==> src/rtl/univ_shift_reg.sv <==
// univ_shift_reg: parametrised universal shift register.
// It supports hold, left shift, right shift and parallel load.
// A shared shift counter drives a one-cycle word-complete strobe, so the
// block can be used as a serialiser or as a deserialiser.
module univ_shift_reg #(
    parameter int unsigned WIDTH = 8,
    parameter int unsigned CNT_W = $clog2(WIDTH)
) (
    input  logic             clk,
    input  logic             rst_n,
    input  logic             en,
    input  logic             clr,
    input  logic [1:0]       mode,
    input  logic             sin,
    input  logic [WIDTH-1:0] pin,
    output logic [WIDTH-1:0] q,
    output logic             sout_msb,
    output logic             sout_lsb,
    output logic             word_valid
);

    typedef enum logic [1:0] {
        MODE_HOLD = 2'b00,
        MODE_SHL  = 2'b01,
        MODE_SHR  = 2'b10,
        MODE_LOAD = 2'b11
    } mode_e;

    localparam logic [CNT_W-1:0] CNT_LAST = CNT_W'(WIDTH - 1);

    mode_e            mode_s;
    logic [WIDTH-1:0] q_q, q_d;
    logic [CNT_W-1:0] cnt_q, cnt_d;
    logic             wv_q, wv_d;

    assign mode_s = mode_e'(mode);

    // Next-state selection: clr beats en, and en beats mode
    always_comb begin
        q_d   = q_q;
        cnt_d = cnt_q;
        wv_d  = 1'b0;
        if (clr) begin
            q_d   = '0;
            cnt_d = '0;
        end else if (en) begin
            unique case (mode_s)
                MODE_HOLD: ;
                MODE_SHL: q_d = {q_q[WIDTH-2:0], sin};
                MODE_SHR: q_d = {sin, q_q[WIDTH-1:1]};
                MODE_LOAD: begin
                    q_d   = pin;
                    cnt_d = '0;
                end
                default: ;
            endcase
            // Both directions count toward the same word
            if (mode_s == MODE_SHL || mode_s == MODE_SHR) begin
                if (cnt_q == CNT_LAST) begin
                    cnt_d = '0;
                    wv_d  = 1'b1;
                end else begin
                    cnt_d = cnt_q + CNT_W'(1);
                end
            end
        end
    end

    // State registers with asynchronous active-low reset
    always_ff @(posedge clk or negedge rst_n) begin
        if (!rst_n) begin
            q_q   <= '0;
            cnt_q <= '0;
            wv_q  <= 1'b0;
        end else begin
            q_q   <= q_d;
            cnt_q <= cnt_d;
            wv_q  <= wv_d;
        end
    end

    assign q          = q_q;
    assign sout_msb   = q_q[WIDTH-1];
    assign sout_lsb   = q_q[0];
    assign word_valid = wv_q;

endmodule

==> config.mk <==
export PLATFORM = sky130hd
export DESIGN_NAME = univ_shift_reg
export DESIGN_NICKNAME = d
export VERILOG_FILES = /design/src/rtl/univ_shift_reg.sv
export SDC_FILE = /design/constraint.sdc
export NUM_CORES = 1
export LEC_CHECK = 0
export CAP_MARGIN = 10
export CORE_MARGIN = 5
export CORE_UTILIZATION = 38
export CTS_BUF_LIST = sky130_fd_sc_hd__clkbuf_16
export DETAILED_ROUTE_END_ITERATION = 12
export PLACE_DENSITY = 0.78
export SYNTH_ARGS = -nofsm -noshare
export SYNTH_HDL_FRONTEND = slang
export SYNTH_SLANG_ARGS = --single-unit
==> constraint.sdc <==
create_clock -name clk -period 1.14 [get_ports clk]
set_clock_uncertainty 0.05 [all_clocks]
set_input_delay 0.171 -clock clk [delete_from_list [all_inputs] [get_ports clk]]
set_output_delay 0.171 -clock clk [all_outputs]
set_load 0.02 [all_outputs]
==> impl_metrics.env, run 1 <==
export IMPL_status="finished, violations left"
export IMPL_failed_checks="setup timing"
export IMPL_pwr_share_clk_pct=45.6
export IMPL_mostFrequentLayoutCells="16 x buf_4, 12 x dfrtp_1, 12 x clkdlybuf4s50_1"
export IMPL_drt_iter0_drc=13
export IMPL_synth_cell_types=17
export IMPL_finalWorstSetupSlack_ns=-0.04929
export IMPL_synthTopCellsByArea="dfrtp_1 43%, a22o_2 11%, o2bb2ai_1 10%"
export IMPL_dr_pass1_iters=4
export IMPL_crit_start="mode[1]"
export IMPL_hpwl_um=1457
export IMPL_p_int_mw=1.062
export IMPL_maxSlewHeadroom_pct=79.44
export IMPL_crit_end="q[4]"
export IMPL_synth_area_um2=703.2
export IMPL_power_leakage_nw=0.5741
export IMPL_hp_class="input pin to asynchronous set/reset pin"
export IMPL_ctsRootBufferMaster="clkbuf_16"
export IMPL_drv_slew=0
export IMPL_clock_latency_ns=0.24
export IMPL_rsz0062_at_grt="true"
export IMPL_post_route_min_period_ns=1.189
export IMPL_clk_pin_slew_worst_paths_ns=0.04
export IMPL_yosys_warnings=0
export IMPL_drc=0
export IMPL_ys_ff_latch=12
export IMPL_synthCells=65
export IMPL_ios=26
export IMPL_stdcell_count=133
export IMPL_start_util_pct=40.29
export IMPL_total_power_mw=1.404
export IMPL_yosysTopAreaCellShare_pct=42.70
export IMPL_grt_ovfl_total=0
export IMPL_layout_commonest_cell="buf_4"
export IMPL_n_antenna_cell=0
export IMPL_ctsHoldBuffers=0
export IMPL_worst_setup_path_end_kind="flip-flop"
export IMPL_dp_cells=128
export IMPL_switchingPower_mw=0.3411
export IMPL_cap_violations=0
export IMPL_wl_per_cell_um=16.69
export IMPL_seq_power_share_pct=32.1
export IMPL_cts_made_buffers=3
export IMPL_fin_util_pct=73.62
export IMPL_fmax_mhz=840.8
export IMPL_combPwrFrac_pct=22.3
export IMPL_synth_enable_flop_cells=0
export IMPL_hold_viol=0
export IMPL_clock_path_buffers=2
export IMPL_die_y_um=53.02
export IMPL_worst_slew_pin_slew_ns=0.3067
export IMPL_die_x_um=53.02
export IMPL_worst_setup_path_type="input pin to flip-flop"
export IMPL_yosysSeqAreaShare_pct=42.70
export IMPL_setup_viol=8
export IMPL_via_count=694
export IMPL_core_area_um2=1745
export IMPL_place_port_buffers=25
export IMPL_htreeDepth=1
export IMPL_synthesis_nets=85
export IMPL_switching_share_pct=24.30
export IMPL_r2r_end="q[4]"
export IMPL_cp_arrival_ns=1.30
export IMPL_fin_crit_sh_pct=104.3
export IMPL_grt_pass1_wl_um=3401
export IMPL_drive_gt1_share_pct=61.11
export IMPL_start_kind="input pin"
export IMPL_grt_start_max_net_pins=13
export IMPL_ir_worst_vdd_uv=953.8
export IMPL_r2r_cells=4
export IMPL_path_max_fanout=8
export IMPL_fin_nets=129
export IMPL_syn2layout_area_growth_pct=82.74
export IMPL_dieArea_um2=2811
export IMPL_syn_area_per_cell_um2=10.82
export IMPL_p_per_area_nw_per_um2=1092
export IMPL_rrSetupSlack_ns=-0.05
export IMPL_vias_per_cell=5.218
export IMPL_cts_tree="built"
export IMPL_r2r_start="q[5]"
export IMPL_cp_required_ns=1.25
export IMPL_antenna_left=0
export IMPL_rows=15
export IMPL_synth_top_area_cell="dfrtp_1"
export IMPL_gp_congestion=0.8507
export IMPL_grt_pass1_vias=748
export IMPL_grt_antenna_before_repair=0
export IMPL_postSynth_asyncResetShare_pct=100.0
export IMPL_track_usage_pct=17.12
export IMPL_wirelength_um=2220
export IMPL_ys_flop_type="dfrtp_1"
export IMPL_cts_sinks=12
metrics by stage:
stage,setup WS (ns),instance area [µm²],hold slack (ns),TNS (ns)
after global routing,-0.07682,1285,0.2311,-0.6429
final,-0.04929,1285,0.1973,-0.3393
after floorplan,-0.1012,723.2,-0.1746,-0.8096
after CTS,-0.09760,1266,0.1961,-0.7730
after detailed placement,-0.8179,1102,0.4395,-8.809
after global placement,-0.7311,1102,0.4392,-7.960
flip-flops by register name, summed over array words and instances, names as in the netlist:
register,flops
cnt_q,3
q,8
word_valid,1
cells in the mapped netlist (all sizes together) (2+ instances only):
cell / number
a21oi: 12
ha: 5
a22o: 8
inv: 3
nor2b: 2
o21ai: 3
dfrtp: 12
nor2: 2
o2bb2ai: 8
nand2: 3
buf: 3
how the worst min path moves through the flow:
stage	startpoint	endpoint	slack, ns	cells past startpoint
after floorplan	rst_n	cnt_q[0]	-0.17	0
after global routing	rst_n	q[0]	0.23	2
after CTS	rst_n	q[0]	0.20	2
after global placement	rst_n	q[0]	0.44	2
after detailed placement	rst_n	q[0]	0.44	2
final	rst_n	q[0]	0.20	2
power by group through the flow:
stage	clock network, mW	logic, mW	registers, mW
after global placement	0	0.259	0.455
after detailed placement	0	0.264	0.456
final	0.640	0.313	0.450
after floorplan	0	0.103	0.470
after CTS	0.657	0.287	0.450
after global routing	0.679	0.336	0.452
area by class of cell:
class	count	area, µm²
Inverter	3	18.77
Tap cell	25	31.28
Timing Repair Buffer	43	366.6
Multi-Input combinational cell	46	489.2
Clock inverter	1	3.754
Clock buffer	3	75.07
Sequential cell	12	300.3
Fill cell	133	460.4
repair_timing:
| action | 4_1_cts | 5_1_grt |
|---|---|---|
| setup endpoints to repair | 23 | 20 |
| resized for setup | 47 | 21 |
| pin swaps | 8 | 4 |
| buffers inserted | 1 | 0 |
per-layer routing:
layer / track usage, % / part of all wire, %
met3: 2.535 / 5.0
met1: 19.03 / 41
met4: 9.362 / 1.5
met2: 30.79 / 53
met5: 0 / 0
kinds of logic (layout without fill, tap and decap cells):
| family | count (synthesis) | count (layout) | synth area share [%] |
|---|---|---|---|
| adder cells (fa/ha/maj) | 5 | 5 | 8.897 |
| AO/OA/AOI/OAI | 31 | 31 | 33.63 |
| AND/OR/NAND/NOR | 10 | 10 | 8.897 |
| buffers and inverters | 7 | 50 | 5.871 |
| flip-flops | 12 | 12 | 42.70 |
worst max-delay path, cell delays in order:
cell and delay, ns:
buf_6 0.10, buf_6 0.11, ha_4 0.14, or3_4 0.35, a21oi_4 0.16, buf_12 0.15, o2bb2ai_4 0.11
No activity file was read; power rests on OpenSTA's default activity.
==> inputs of run 2 (changes only) <==
- ABC_CLOCK_PERIOD_IN_PS: unset -> 1140
==> results of run 2 <==
Final layout, timing and power as in run 1 (identical DEF).
